$ cat config.mk
export PLATFORM = sky130hd
export DESIGN_NAME = lane_request_gen
export DESIGN_NICKNAME = d
export VERILOG_FILES = /design/src/rtl/lane_request_gen.sv
export SDC_FILE = /design/constraint.sdc
export NUM_CORES = 1
export LEC_CHECK = 0
export CAP_MARGIN = 0
export CELL_PAD_IN_SITES_DETAIL_PLACEMENT = 1
export CELL_PAD_IN_SITES_GLOBAL_PLACEMENT = 2
export CORE_ASPECT_RATIO = 1.5
export CORE_UTILIZATION = 37
export DETAILED_ROUTE_END_ITERATION = 10
export GPL_TIMING_DRIVEN = 1
export HOLD_SLACK_MARGIN = 0.08
export PLACE_DENSITY = 0.91
export SYNTH_ARGS = -nofsm -noshare
export SYNTH_HDL_FRONTEND = slang
export SYNTH_SLANG_ARGS = --single-unit
$ cat constraint.sdc
create_clock -name clk -period 2.5 [get_ports clk]
set_input_delay 0.625 -clock clk [delete_from_list [all_inputs] [get_ports clk]]
set_output_delay 0.625 -clock clk [all_outputs]
set_load 0.005 [all_outputs]
$ cat src/rtl/lane_request_gen.sv
// Purpose: debounce six vehicle detectors into sticky lane requests, retired by the served lamp.
// Latency: request rises DEB+2 edges after first det capture; clears on the serving lamp edge.
// Backpressure: none; a request is held until served, re-arm needs the detector to release.
module lane_request_gen #(
   parameter int DEB      = 4,
   parameter int WAIT_MAX = 1000
) (
   input  logic       clk,
   input  logic       rst,
   input  logic [5:0] det,
   input  logic [3:0] N,
   input  logic [3:0] W,
   input  logic [3:0] E,
   input  logic [3:0] S,
   output logic       L_1,
   output logic       L_2,
   output logic       L_3,
   output logic       L_4,
   output logic       L_5,
   output logic       L_6,
   output logic [5:0] starve,
   output logic       busy
);

   typedef enum logic [1:0] {
      ST_IDLE = 2'd0,
      ST_PEND = 2'd1,
      ST_DONE = 2'd2
   } lane_st_t;

   localparam logic [3:0]  DEB_LAST = 4'(DEB - 1);
   localparam logic [15:0] WC_MAX   = 16'(WAIT_MAX);
   localparam logic [15:0] WC_LAST  = 16'(WAIT_MAX - 1);

   logic [5:0]  s1_q, s1_d;
   logic [5:0]  s2_q, s2_d;
   logic [5:0]  starve_q, starve_d;
   lane_st_t    st_q [6];
   lane_st_t    st_d [6];
   logic [3:0]  dc_q [6];
   logic [3:0]  dc_d [6];
   logic [15:0] wc_q [6];
   logic [15:0] wc_d [6];
   logic [5:0]  srv;
   logic [5:0]  lreq;
   logic        unused_lamp_bits;

   // Only the two upper lamp bits of each head signal service.
   assign unused_lamp_bits = ^{N[1:0], W[1:0], E[1:0], S[1:0]};

   // Map controller lamp outputs to the lane each one serves.
   always_comb begin
      srv    = '0;
      srv[0] = N[3];
      srv[1] = N[2] | S[2];
      srv[2] = S[3];
      srv[3] = W[3];
      srv[4] = W[2] | E[2];
      srv[5] = E[3];
   end

   // Two-flop synchroniser for the asynchronous detectors.
   always_comb begin
      s1_d = det;
      s2_d = s1_q;
   end

   // Per-lane request FSM: debounce in IDLE, wait for service in PEND, wait for release in DONE.
   always_comb begin
      for (int k = 0; k < 6; k++) begin
         st_d[k]     = st_q[k];
         dc_d[k]     = dc_q[k];
         wc_d[k]     = wc_q[k];
         starve_d[k] = starve_q[k];
         case (st_q[k])
            ST_IDLE: begin
               starve_d[k] = 1'b0;
               if (!s2_q[k]) begin
                  dc_d[k] = 4'd0;
               end else if (dc_q[k] == DEB_LAST) begin
                  st_d[k] = ST_PEND;
                  dc_d[k] = 4'd0;
                  wc_d[k] = 16'd0;
               end else begin
                  dc_d[k] = dc_q[k] + 4'd1;
               end
            end
            ST_PEND: begin
               if (srv[k]) begin
                  st_d[k]     = ST_DONE;
                  wc_d[k]     = 16'd0;
                  starve_d[k] = 1'b0;
               end else if (wc_q[k] != WC_MAX) begin
                  wc_d[k] = wc_q[k] + 16'd1;
                  // Flag on the edge where the wait count lands on the limit.
                  if (wc_q[k] == WC_LAST) begin
                     starve_d[k] = 1'b1;
                  end
               end
            end
            ST_DONE: begin
               starve_d[k] = 1'b0;
               // A parked car keeps the lane here; it must leave before re-arming.
               if (!s2_q[k]) begin
                  st_d[k] = ST_IDLE;
                  dc_d[k] = 4'd0;
               end
            end
            default: begin
               st_d[k]     = ST_IDLE;
               dc_d[k]     = 4'd0;
               wc_d[k]     = 16'd0;
               starve_d[k] = 1'b0;
            end
         endcase
      end
   end

   // State registers with synchronous reset.
   always_ff @(posedge clk) begin
      if (rst) begin
         s1_q     <= '0;
         s2_q     <= '0;
         starve_q <= '0;
         for (int k = 0; k < 6; k++) begin
            st_q[k] <= ST_IDLE;
            dc_q[k] <= 4'd0;
            wc_q[k] <= 16'd0;
         end
      end else begin
         s1_q     <= s1_d;
         s2_q     <= s2_d;
         starve_q <= starve_d;
         for (int k = 0; k < 6; k++) begin
            st_q[k] <= st_d[k];
            dc_q[k] <= dc_d[k];
            wc_q[k] <= wc_d[k];
         end
      end
   end

   // Requests come straight from the registered lane state.
   always_comb begin
      for (int k = 0; k < 6; k++) begin
         lreq[k] = (st_q[k] == ST_PEND);
      end
   end

   assign L_1    = lreq[0];
   assign L_2    = lreq[1];
   assign L_3    = lreq[2];
   assign L_4    = lreq[3];
   assign L_5    = lreq[4];
   assign L_6    = lreq[5];
   assign starve = starve_q;
   assign busy   = |lreq;

endmodule

==> summary.txt <==
Max Slew Vio Count: 0
min-delay worst type: reg2reg
total CTS buffers: 17
clock slew at reported path FFs: 0.07 ns
RSZ-0062 raised after global routing: no
Synth async-reset ratio: 0
post-route setup slack: 0.177 ns
vias per cell: 5.94
Critical Path Sink Type: output pin
FF-to-FF path depth: 5
area delta synth->final: 16.9%
GRT Total Usage: 0.200
global-route wire length before repair: 36.6 mm
Hold-fix buffers, CTS: 0
clock buffer depth: 2
count of input and output buffers: 28
P_sw: 1.17 mW
MaxCap Viol Count: 0
critical path type: reg2out
Crit Reg-Reg Startpoint: dc_q[3][0]
drt total wl: 21.6 mm
Post-synth EDFFs: 0
routed len/inst: 16.6 um
Yosys reg bits: 150
R2R setup slack: 0.36 ns
Critical Path Max Stage Delay: 0.49 ns
Sw Share: 0.228
crit start category: flip-flop
Worst Clk Skew: 0.0131 ns
Pre-Repair DR Iteration Count: 4
CP max stage cell: clkdlybuf4s50_1
Core Util, Final: 0.445
total grt overflow: 0
via count: 7,731
placed inst area: 8830 um^2
Initial Utilization: 0.381
Syn Area/Cell: 8.21 um^2
post-CTS setup buffer count: 0
worst path cell trace: nor2b_1 -> buf_4 -> clkdlybuf4s50_1
Die W: 123 um
R2R Path End: wc_q[3][1]
Clock Sink Count: 150
WHS Path Cells: 1
TritonCTS clock tree: done
clock root cell: clkbuf_16
status: complete, no violations
Combinational Power Share: 0.025
setup TNS: 0 ns
Slew headroom: 0.310
Clk Latency, worst-skew pair: 0.43 ns
post-synth net total: 1,027
highest clock rate: 0.430 GHz
crit-path max FO: 5
post-DP HPWL: 15.3 mm
clock power share: 0.505
hold_ws: 0.440 ns
die area: 22,500 um^2
post-synthesis sequential area ratio: 0.371
vias in the first global route: 7,756
Die Y: 183 um
post-synth cell types: 74
htree depth: 4
share of cells above drive strength 1: 0.114
Ant. Diodes: 0
predominant post-synthesis flop cell: dfxtp_1
final non-filler cell area: 9450 um^2
initial antenna violation count: 0
Placer Congestion: 0.776
core area: 21,200 um^2
dpl ws: -0.0824 ns
largest net degree at the start of global routing: 68
Power Density: 543 nW/um^2
num rows: 65
Setup Viol. Count Final: 0
peak supply drop: 413 uV
nets: 1,062
Sequential Power Share: 0.470
P_int: 3.96 mW
Fin. Hold Viols: 0
Post-Syn Instances: 985
worst slew pin tran: 1.03 ns
mapped cell area: 8090 um^2
period utilization: 0.929
post-route ant nets: 0
IO Count: 37
Worst EP required: 1.88 ns
Leak: 3.15 nW
Starting DRT DRC Count: 244
Crit. Startpoint: st_q[3][0]
Worst Path Arrival: 1.70 ns
worst setup path endpoint: L_4
Final min period: 2.32 ns
Yosys warning count: 0
DRC Markers: 0
## power by group through the flow
stage,clock (mW),combinational (mW),sequential [mW]
final,2.59,0.128,2.41
after global placement,0,0.129,2.47
after CTS,2.66,0.131,2.41
after floorplan,0,0.0658,2.46
after detailed placement,0,0.131,2.47
after global routing,2.76,0.142,2.41
## repair_timing
action / 4_1_cts / 5_1_grt
endpoints found under the hold margin: 0 / 0
gates cloned: 0 / 0
endpoints found under the setup margin: 1 / 1
resized for setup: 8 / 3
pin swaps: 1 / 1
## registers in the layout, indices dropped and copies added (netlist names)
register  cells
s2_q          6
dc_q         24
s1_q          6
starve        6
wc_q         96
st_q         12
## metrics by stage
step	total power [mW]	std cells
after floorplan	2.53	985
after global placement	2.59	1269
after detailed placement	2.60	1269
after CTS	5.20	1301
after global routing	5.32	1301
final	5.13	1301
## layout make-up
class,instances,area [um^2]
multi-input cells,740,4730
clock inverters,13,146
well taps,268,335
repair buffers,77,661
inverters,34,128
clock buffers,19,443
fillers,2525,11800
flip-flops and latches,150,3010
## worst min-delay path by stage
stage	to	startpoint	slack (ns)
finish	s2_q[5]	s1_q[5]	0.44
global route	s2_q[5]	s1_q[5]	0.47
CTS	s2_q[5]	s1_q[5]	0.45
detailed placement	s2_q[5]	s1_q[5]	0.43
global placement	s2_q[4]	s1_q[4]	0.42
floorplan	s2_q[0]	s1_q[0]	0.41
## worst max-delay path, delay by kind of cell, from the launching register on
family / cells / cell delay [ns]
and+or+nand+nor: 1 / 0.26
buffers and inverters: 2 / 0.68
DFF: 1 / 0.33
## cell usage in the layout (no fill, tap or decap), types with 6 or more instances in the layout
master	count
a21oi_1	80
nor2b_1	23
nor2_1	59
o31ai_1	9
inv_1	34
clkbuf_16	17
nand4_1	23
and4_1	17
nand3b_1	10
o21ai_0	35
nand2_1	86
or4_1	14
a211o_1	6
nor4b_1	10
nor3b_1	9
and2_1	6
nor3_1	24
nand2b_1	18
buf_4	49
a311oi_1	16
dfxtp_1	145
ha_1	18
and3_1	15
nand3_1	55
mux2i_1	19
o211ai_1	6
a211oi_1	17
a31o_2	6
a21o_1	6
a31oi_1	23
or3_1	12
a41oi_1	14
nor4_1	22
clkdlybuf4s50_1	26
## Yosys cell counts (18+ instances only)
cell      number  area, um^2
nor2b_1       25         156
ha_1          18         225
a21oi_1       80         400
o21ai_0       35         175
nor2_1        59         221
nor4_1        23         144
mux2i_1       19         190
nand2_1       86         323
nand4_1       23         144
inv_1         34         128
nor3_1        24         120
nand2b_1      19         119
clkbuf_1      49         184
dfxtp_1      150        3000
nand3_1       55         275
a31oi_1       23         144
## metal layers
metal,global-route usage,vias up,part of all wire
met1,0.218,3843,0.43
li1,-,3794,-
met5,0,-,0
met3,0.0345,20,0.019
met2,0.382,74,0.54
met4,0.0590,0,0.013
## logic make-up (layout without fill, tap and decap cells)
logic type | Yosys count | count (layout) | synth area share
simple gates | 438 | 438 | 0.310
flops | 150 | 150 | 0.371
compound gates | 255 | 255 | 0.209
buf+inv | 95 | 143 | 0.0461
fa+ha+maj | 18 | 18 | 0.0279
mux | 23 | 23 | 0.0291
xor+xnor | 6 | 6 | 0.00650
Power figures use the tool's default switching activity.
